==> config.mk <==
export PLATFORM = sky130hd
export DESIGN_NAME = instr_fetch_unit
export DESIGN_NICKNAME = d
export VERILOG_FILES = /design/src/rtl/proc_pkg.sv /design/src/rtl/sync_fifo.sv /design/src/rtl/instr_fetch_unit.sv
export SDC_FILE = /design/constraint.sdc
export NUM_CORES = 1
export LEC_CHECK = 0
export BUFFER_PORTS_ARGS = -buffer_cell sky130_fd_sc_hd__clkbuf_2
export CAP_MARGIN = 20
export CELL_PAD_IN_SITES_DETAIL_PLACEMENT = 0
export CELL_PAD_IN_SITES_GLOBAL_PLACEMENT = 1
export CORE_MARGIN = 2
export CORE_UTILIZATION = 53
export CTS_BUF_LIST = sky130_fd_sc_hd__clkbuf_4 sky130_fd_sc_hd__clkbuf_8 sky130_fd_sc_hd__clkbuf_16
export CTS_CLUSTER_SIZE = 12
export DETAILED_ROUTE_END_ITERATION = 7
export GPL_TIMING_DRIVEN = 0
export PLACE_DENSITY = 0.95
export SYNTH_ARGS = -nofsm -noshare
export SYNTH_HDL_FRONTEND = slang
export SYNTH_SLANG_ARGS = --single-unit
export TNS_END_PERCENT = 100
==> constraint.sdc <==
create_clock -name i_clk -period 6.8 [get_ports i_clk]
set_input_delay 1.02 -clock i_clk [delete_from_list [all_inputs] [get_ports i_clk]]
set_output_delay 1.02 -clock i_clk [all_outputs]
set_load 0.1 [all_outputs]
==> src/rtl/proc_pkg.sv <==
// Shared processor definitions: bus widths, instruction field bounds and the
// fetch entry handed from the fetch unit to decode.
package proc_pkg;
  localparam int INSTR_W = 32;
  localparam int ADDR_W  = 16;

  localparam int OPC_MSB = 31;
  localparam int OPC_LSB = 27;
  localparam int R1_MSB  = 26;
  localparam int R1_LSB  = 24;
  localparam int R2_MSB  = 23;
  localparam int R2_LSB  = 21;
  localparam int R3_MSB  = 20;
  localparam int R3_LSB  = 18;
  localparam int IMM_MSB = 20;
  localparam int IMM_LSB = 5;

  typedef struct packed {
    logic [INSTR_W-1:0] instr;
    logic [ADDR_W-1:0]  pc;
  } fetch_entry_t;

  // Word-granular PC step; wraps from FFFF to 0000 silently.
  function automatic logic [ADDR_W-1:0] next_pc(input logic [ADDR_W-1:0] pc);
    return pc + 1'b1;
  endfunction
endpackage

==> src/rtl/sync_fifo.sv <==
// Synchronous FIFO with zero-latency head, synchronous flush and occupancy count.
module sync_fifo #(
  parameter int DATA_W = 48,
  parameter int DEPTH  = 4,
  localparam int PTR_W = $clog2(DEPTH),
  localparam int CNT_W = PTR_W + 1
) (
  input  logic              i_clk,
  input  logic              i_reset,
  input  logic              flush,
  input  logic              push,
  input  logic [DATA_W-1:0] push_data,
  input  logic              pop,
  output logic [DATA_W-1:0] head,
  output logic [CNT_W-1:0]  count
);
  logic [DATA_W-1:0] mem [DEPTH];
  logic [PTR_W-1:0]  wr_ptr;
  logic [PTR_W-1:0]  rd_ptr;
  logic              do_push;
  logic              do_pop;

  assign do_push = push && !flush && (count != CNT_W'(DEPTH));
  assign do_pop  = pop && !flush && (count != '0);
  assign head    = mem[rd_ptr];

  always_ff @(posedge i_clk or posedge i_reset) begin
    if (i_reset) begin
      wr_ptr <= '0;
      rd_ptr <= '0;
      count  <= '0;
    end else if (flush) begin
      wr_ptr <= '0;
      rd_ptr <= '0;
      count  <= '0;
    end else begin
      if (do_push) wr_ptr <= wr_ptr + 1'b1;
      if (do_pop)  rd_ptr <= rd_ptr + 1'b1;
      case ({do_push, do_pop})
        2'b10:   count <= count + 1'b1;
        2'b01:   count <= count - 1'b1;
        default: count <= count;
      endcase
    end
  end

  // Storage carries data only; validity is tracked by the pointers above.
  always_ff @(posedge i_clk) begin
    if (do_push) mem[wr_ptr] <= push_data;
  end
endmodule

==> src/rtl/instr_fetch_unit.sv <==
// Instruction fetch front end: sequential word fetch from a 1-cycle RAM into a
// prefetch FIFO, valid/ready delivery to decode, redirect flush.
module instr_fetch_unit
  import proc_pkg::*;
#(
  parameter int                DEPTH    = 4,
  parameter logic [ADDR_W-1:0] RESET_PC = 16'h0000,
  localparam int               CNT_W    = $clog2(DEPTH) + 1
) (
  input  logic               i_clk,
  input  logic               i_reset,
  output logic               o_mem_req,
  output logic [ADDR_W-1:0]  o_mem_addr,
  input  logic [INSTR_W-1:0] i_mem_data,
  input  logic               i_redirect,
  input  logic [ADDR_W-1:0]  i_redirect_addr,
  output logic               o_instr_valid,
  output logic [INSTR_W-1:0] o_instr,
  output logic [ADDR_W-1:0]  o_instr_pc,
  input  logic               i_instr_ready,
  output logic [CNT_W-1:0]   o_fifo_count
);
  logic [ADDR_W-1:0] pc;
  logic [ADDR_W-1:0] req_pc_p1;
  logic              inflight_p1;
  logic [CNT_W-1:0]  count;
  logic [CNT_W:0]    used;
  logic              push;
  logic              pop;
  fetch_entry_t      push_entry;
  fetch_entry_t      head_entry;

  // Credit counts the in-flight slot but not a same-cycle pop, so it never overflows.
  assign used       = {1'b0, count} + (CNT_W+1)'(inflight_p1);
  assign o_mem_req  = !i_reset && !i_redirect && (used < (CNT_W+1)'(DEPTH));
  assign o_mem_addr = pc;

  // Stage p0 -> p1: request issued, RAM returns data next cycle.
  always_ff @(posedge i_clk or posedge i_reset) begin
    if (i_reset) begin
      pc          <= RESET_PC;
      inflight_p1 <= 1'b0;
    end else if (i_redirect) begin
      pc          <= i_redirect_addr;
      inflight_p1 <= 1'b0;
    end else begin
      inflight_p1 <= o_mem_req;
      if (o_mem_req) pc <= next_pc(pc);
    end
  end

  always_ff @(posedge i_clk) begin
    req_pc_p1 <= pc;
  end

  // Stage p1 -> FIFO: a response landing during a redirect belongs to the old stream.
  assign push             = inflight_p1 && !i_redirect;
  assign push_entry.instr = i_mem_data;
  assign push_entry.pc    = req_pc_p1;

  assign o_instr_valid = (count != '0) && !i_redirect;
  assign pop           = o_instr_valid && i_instr_ready;
  assign o_instr       = head_entry.instr;
  assign o_instr_pc    = head_entry.pc;
  assign o_fifo_count  = count;

  sync_fifo #(
    .DATA_W($bits(fetch_entry_t)),
    .DEPTH (DEPTH)
  ) u_fifo (
    .i_clk    (i_clk),
    .i_reset  (i_reset),
    .flush    (i_redirect),
    .push     (push),
    .push_data(push_entry),
    .pop      (pop),
    .head     (head_entry),
    .count    (count)
  );

  a_credit: assert property (@(posedge i_clk) disable iff (i_reset)
                             used <= (CNT_W+1)'(DEPTH));
endmodule

Word-level counts from Yosys, hierarchy flattened
Memory sizes are Yosys's and may differ from the RTL's.
Cells that the tools add are included.
- add/sub/neg operators: 6
- order comparisons: 1
- eq/ne operators: 3
- muxes and demuxes: 11
- reductions and logical operators: 16
- operators with widths (operator ; number):
    16-bit 2-to-1 mux ; 2
    16-bit by 1-bit adder with 16-bit output, second input constant ; 1
    1-bit logical AND ; 9
    2-bit 2-to-1 mux ; 4
    3-bit case mux with 2 select lines ; 1
    2-bit nonzero test ; 3
    3-bit nonzero test ; 2
    2-bit by 1-bit adder with 2-bit output, second input constant ; 2
    3-bit by 1-bit adder with 4-bit output ; 1
    4-bit by 3-bit less-than comparator with 1-bit output, second input constant ; 1
    3-bit by 1-bit adder with 3-bit output, second input constant ; 1
    1-bit 2-to-1 mux ; 3
    3-bit 2-to-1 mux ; 1
    3-bit != test, second input constant ; 1
    3-bit by 1-bit subtractor with 3-bit output, second input constant ; 1
    2-bit by 1-bit == test with 1-bit output, second input constant ; 1
    2-bit == test, second input constant ; 1
    1-bit zero test ; 2
- bits in registers: 40
- RAM bits: 192
- input bits: 52
- word-level logic and storage cells: 44
- memories kept: 1
- memory list (name ; depth ; width ; read ports ; clocked after Yosys merged registers in ; write ports ; RTL line ; text):
    u_fifo.mem ; 4 ; 48 ; 1 ; 0 ; 1 ; sync_fifo.sv:17 ; logic [DATA_W-1:0] mem [DEPTH];

Logic depth before layout (Yosys ltp)
Gate-level depths: netlist of run 1.
- depth after elaboration: 8
- mapped depth: 10

Cells and area by module
A second synthesis of run 1 with hierarchy kept.
- cell total of the unflattened synthesis: 443
- area, all modules: 8837.2 um2
- by module, submodules not included (module ; times used ; cells an instance ; area an instance (um2) ; sequential area each (um2)):
    sync_fifo ; 1 ; 315 ; 7470.9 ; 5940.7
    instr_fetch_unit ; 1 ; 128 ; 1366.3 ; 745.7

Worst setup path before layout of run 1
Ideal clock, no wire load.
- kind: input port to output port
- start: input port i_redirect
- end: output port o_instr_valid
- data arrival time: 2.886 ns
- path slack: 2.894 ns
- cell stages on the path: 3
- path buffers: 2
- cells stage by stage: clkbuf_1 -> buf_1 -> a21oi_1
- longest elaborated chain between the ends: 2
- RTL lines (element ; RTL line ; text):
    start, declared ; instr_fetch_unit.sv:15 ; input logic i_redirect,
    1-bit zero test ; instr_fetch_unit.sv:61 ; assign o_instr_valid = (count != '0) && !i_redirect;
    1-bit logical AND ; instr_fetch_unit.sv:61 ;
    end, declared ; instr_fetch_unit.sv:17 ; output logic o_instr_valid,
Every way passes these cells.

Final worst setup path of run 1
- start: register u_fifo.rd_ptr[1]
- end: output port o_instr[17]
- longest elaborated chain between the ends: 1
- RTL lines (element ; RTL line ; text):
    start, declared ; sync_fifo.sv:19 ; logic [PTR_W-1:0] rd_ptr;
    start signal, assigned ; sync_fifo.sv:38 ; if (do_pop) rd_ptr <= rd_ptr + 1'b1;
    memory read 4 x 48 bit ; - ;
    end, declared ; instr_fetch_unit.sv:18 ; output logic [INSTR_W-1:0] o_instr,
Every way passes these cells.

==> results of run 1 <==
flip-flops by register name, summed over array words and instances, names as in the netlist:
signal / count
u_fifo.mem: 192
u_fifo.wr_ptr: 2
u_fifo.rd_ptr: 2
req_pc_p1: 16
inflight_p1: 1
u_fifo.count: 3
o_mem_addr: 16
report_power, final:
part | total (mW) | internal [mW] | switching (mW)
Clock | 1.27 | 0.775 | 0.499
Combinational | 0.552 | 0.117 | 0.436
Sequential | 1.62 | 1.59 | 0.0349
metrics by stage:
stage	instances	utilization (%)	setup WS (ns)	instance area, um^2	power (mW)
6_report	830	64.1	3.17	10500	3.45
4_1_cts	830	64.1	3.06	10500	3.48
2_1_floorplan	442	-	2.89	8770	2.10
5_1_grt	830	64.1	3.04	10500	3.56
3_3_place_gp	782	58.8	2.80	9650	2.20
3_5_place_dp	786	59.3	3.34	9730	2.21
worst paths after layout:
path,to,cells after the start,from,slack (ns)
hold reg to reg,req_pc_p1[1],0,o_mem_addr[1],0.45
hold / removal,req_pc_p1[1],0,o_mem_addr[1],0.45
setup / recovery,o_instr[17],4,u_fifo.rd_ptr[1],3.17
max in group asynchronous,o_mem_addr[13],2,i_reset,5.48
setup reg to reg,u_fifo.count[2],9,u_fifo.count[0],4.31
min in group asynchronous,inflight_p1,2,i_reset,0.74
area by class of cell:
cell class | count | share of cell area, %
plain buffers | 18 | 0.809
clock buffers | 42 | 7.40
clock inverters | 2 | 0.119
inverters | 13 | 0.464
multi-input cells | 179 | 18.6
flip-flops and latches | 232 | 63.5
well taps | 220 | 2.62
repair buffers | 124 | 6.47
layout by cell type, fill, tap and decap left out, drive strengths merged, types with 5 or more instances in the layout:
| master | n |
|---|---|
| edfxtp | 192 |
| clkbuf | 166 |
| mux4 | 48 |
| dfrtp | 24 |
| nand2 | 22 |
| buf | 18 |
| dfxtp | 16 |
| inv | 14 |
| nand3 | 13 |
| nor2 | 12 |
| and3 | 6 |
| o21ai | 6 |
| a21oi | 5 |
| and2 | 5 |
| ha | 5 |
cell families after synthesis:
group	Yosys count	synth area share, %
AOI/OAI and AO/OA	41	3.52
xor gates and xnor gates	5	0.499
adders and majority gates	6	0.942
buffers and inverters	31	1.53
DFF	232	76.2
muxes	51	12.7
and+or+nand+nor	76	4.59
worst max-delay path: stages, from the launching register on:
cell	delay, ns
dfrtp_1	0.42
buf_1	0.53
buf_2	0.41
mux4_2	0.36
clkbuf_2	0.39
metal layers:
metal  up-vias  global-route usage, %  wire length [um]
li1       2110                      -                 -
met1      2397                   26.7              7080
met2       157                   31.3              8200
met3        30                   3.22               964
met4         0                   4.78               326
met5         -                      0                 0
==> impl_metrics.toml, run 1 <==
[pwr]
vdd_drop_max_mv = 0.196
power_density_nw_per_um2 = 328
leakage_nw = 3.79

[routing]
routedWlPerCell_um = 20.0
drtIter0Drc = 276
wl_mm = 16.6
viasPerCell = 5.66
ant_nets = 0
drc_errors = 0
dr.pass1.iters = 4
route.vias.total = 4694

[floorplanning]
pin_count = 121
die_w_um = 133
rows = 47
initial_utilization_pct = 53.5
fp.dieH_um = 133
die-area_um2 = 17600
fp.coreArea_um2 = 16400

[grt]
grt_pass1_vias = 4809
grt_max_degree = 35
overflow = 0
groute.usage.overall_pct = 18.9
antenna_found_initial = 0
grt_pass1_wl_mm = 25.9

[clocking]
insertion_delay_ns = 0.51
cts_setup_buffers = 0
cts_num_sinks = 232
hold_buffers = 0
cts_tree = "done"
cts_buffers = 24
root_buffer = "clkbuf_16"
clk_pin_slew_ns = 0.06
cts_resized = 0
htreeDepth = 1
clk_path_buf_depth = 3

[synth]
synth-edff-count = 192
synth_top_cell_area_share_pct = 65.7
async_flop_share_pct = 10.3
ys_types = 52
syn_avg_cell_area_um2 = 19.8
synth_ff_type = "edfxtp_1"
synth.largest_area_cell = "edfxtp_1"
syn-cell-area_um2 = 8770
post-synth-top-count-cell = "edfxtp_1"
ys_seq_area_share_pct = 76.2
syn_nets = 500
synth_top_cells_by_count = "192 x edfxtp_1, 48 x mux4_2, 24 x dfrtp_1"
ys_ff_latch = 232
netlist_instances = 442
yosys_warnings = 0
synthTopCellsByArea = "edfxtp_1 66%, mux4_2 12%, dfrtp_1 6.8%"

[timing]
slew_headroom_pct = 38.5
max_freq_mhz = 275
setup_viol = 0
worstMarginPinSlew_ns = 0.922
finalSetupTns_ns = 0
period_share_pct = 53.4
hold_viol_final = 0
rsz0062_at_grt = "no"
fin_hold_ws_ns = 0.451
slew_violations = 0
skew_ns = 0.0171
fin_crit_ns = 3.63

[critical_path]
end_kind = "primary output"
timing.critical_path.fanout_max = 10
cp.arrival_ns = 2.61
worstSetupPathType = "flip-flop to primary output"
critPathRequiredTime_ns = 5.78
worstSetupStartpointType = "flip-flop"

[layout]
drive_gt1_share_pct = 38.9
regArea_um2 = 6690
multi_input_area_um2 = 1960
nets = 650
area_growth_pct = 20.0
fillers = 1143
insertedDiodeCount = 0

[flow_run]
cap_violations = 0

[placement]
gp_congestion = 0.844
io_buffers = 120
post-dp-hpwl_mm = 10.7

[run_status]
outcome = "completed"

[min_path]
hold_class = "flip-flop to flip-flop"
Power figures use the tool's default switching activity.
==> run 2, diff against run 1 <==
Settings changed: CORE_UTILIZATION 53 to 49, PLACE_DENSITY 0.95 to 0.89.
Clock period 6.8 ns to 3.61 ns, I/O delays scaled along.
==> run 2 against run 1 <==
Clock-buffer cell count decreased by 1. Largest power group unchanged. Largest cell class unchanged. Register-to-register slack worse by 3.2 ns. The run now ends with negative hold slack left. Routed wire length up 2.4%.
==> impl_metrics.toml, run 2 (same netlist as run 1, synthesis figures left out) <==
[routing]
ant_nets = 0
route.vias.total = 4658
drtIter0Drc = 262
dr.pass1.iters = 5
wl_mm = 17.0
drc_errors = 0
routedWlPerCell_um = 20.3
viasPerCell = 5.57

[timing]
max_freq_mhz = 317
fin_hold_ws_ns = -0.00728
fin_crit_ns = 3.15
finalSetupTns_ns = 0
skew_ns = 0.0106
slew_violations = 0
rsz0062_at_grt = "no"
period_share_pct = 87.3
hold_viol_final = 3
setup_viol = 0
worstMarginPinSlew_ns = 0.780
layout_setup_ws_ns = 0.460
slew_headroom_pct = 48.0

[floorplanning]
die-area_um2 = 19000
initial_utilization_pct = 50.4
pin_count = 121
die_w_um = 138
fp.coreArea_um2 = 17400
fp.dieH_um = 138
rows = 48

[clocking]
clk_path_buf_depth = 3
cts_setup_buffers = 0
clk_pin_slew_ns = 0.06
cts_tree = "done"
cts_resized = 0
cts_buffers = 24
hold_buffers = 0
cts_num_sinks = 232
root_buffer = "clkbuf_16"
htreeDepth = 1
insertion_delay_ns = 0.50

[layout]
mostFrequentLayoutCells = "192 x edfxtp_1, 120 x clkbuf_2, 48 x mux4_2"
area_growth_pct = 20.6
insertedDiodeCount = 0
layout_commonest_cell = "edfxtp_1"
largest_reg_flops = 192
final_cells = 836
final_area_um2 = 10600
nets = 651
fin_util_pct = 60.7
drive_gt1_share_pct = 39.1
regMostFlops = "u_fifo.mem"
fillers = 1278

[pwr]
vdd_drop_max_mv = 0.344
power_density_nw_per_um2 = 619
fin_total_pwr_mw = 6.54
leakage_nw = 3.81

[grt]
grt_use_met1_pct = 24.6
grt_pass1_vias = 4895
grt.met3_usage_pct = 3.61
grt_use_met2_pct = 31.2
grt_pass1_wl_mm = 26.2
groute.usage.overall_pct = 18.4
top_usage_layer = "met2"
overflow = 0
antenna_found_initial = 0
grt_max_degree = 29

[critical_path]
reg2reg_slack_ns = 1.11
regToRegStartpoint = "u_fifo.count[0]"
critPathRequiredTime_ns = 3.07
worstSetupPathType = "flip-flop to primary output"
worstSetupStartpointType = "flip-flop"
timing.critical_path.fanout_max = 10
cp.arrival_ns = 2.61
r2r.worst_path.cells = 9
r2r_end = "u_fifo.count[2]"
end_kind = "primary output"

[placement]
io_buffers = 120
placed_area_um2 = 9740
gp_congestion = 0.876
dpl_worst_slack_ns = 0.897
dp.cells = 791
post-dp-hpwl_mm = 11.1

[min_path]
hold_class = "primary input to async pin"

[run_status]
violations = "negative hold slack"
outcome = "finished with violations"

[flow_run]
cap_violations = 0
## run 2: changes by cell type in the layout (fill, tap and decap cells not counted), sizes merged
| cell | before | now |
|---|---|---|
| inv | 14 | 13 |
| bufinv | 0 | 1 |
| buf | 18 | 19 |
| clkinv | 1 | 2 |
| clkbuf | 166 | 165 |
## run 2: layout make-up
cell class | instances | area [um^2] | area share, %
Sequential cell | 232 | 6690 | 63.2
Multi-Input combinational cell | 179 | 1960 | 18.5
Clock buffer | 41 | 769 | 7.28
Timing Repair Buffer | 125 | 708 | 6.70
Tap cell | 225 | 282 | 2.66
Buffer | 18 | 85.1 | 0.805
Inverter | 13 | 48.8 | 0.461
Clock inverter | 3 | 40.0 | 0.379
## run 2: where the power goes
| part | switching [mW] | internal [mW] |
|---|---|---|
| Combinational | 0.823 | 0.223 |
| Clock | 0.915 | 1.52 |
| Sequential | 0.0674 | 2.99 |
## run 2: how the worst max path moves through the flow
stage          slack [ns]          endpoint              from
5_1_grt              0.32       o_instr[21]  u_fifo.rd_ptr[1]
3_3_place_gp         0.02  u_fifo.mem[0][2]        i_redirect
2_1_floorplan        0.20     o_instr_valid   u_fifo.count[0]
3_5_place_dp         0.90       o_instr[21]  u_fifo.rd_ptr[1]
6_report             0.46       o_instr[21]  u_fifo.rd_ptr[1]
4_1_cts              0.37       o_instr[21]  u_fifo.rd_ptr[1]
## run 2: metal layers
layer | part of all wire [%] | vias to the layer above | wire length [um]
met5 | 0 | - | 0
met4 | 1.3 | 0 | 218
met3 | 6.7 | 20 | 1140
met2 | 51 | 173 | 8570
met1 | 41 | 2351 | 7040
li1 | - | 2114 | -
## run 2: worst max-delay path, cell delays in order, from the launching register on
cell	delay [ns]
dfrtp_1	0.40
buf_1	0.54
buf_2	0.42
mux4_2	0.36
clkbuf_2	0.38
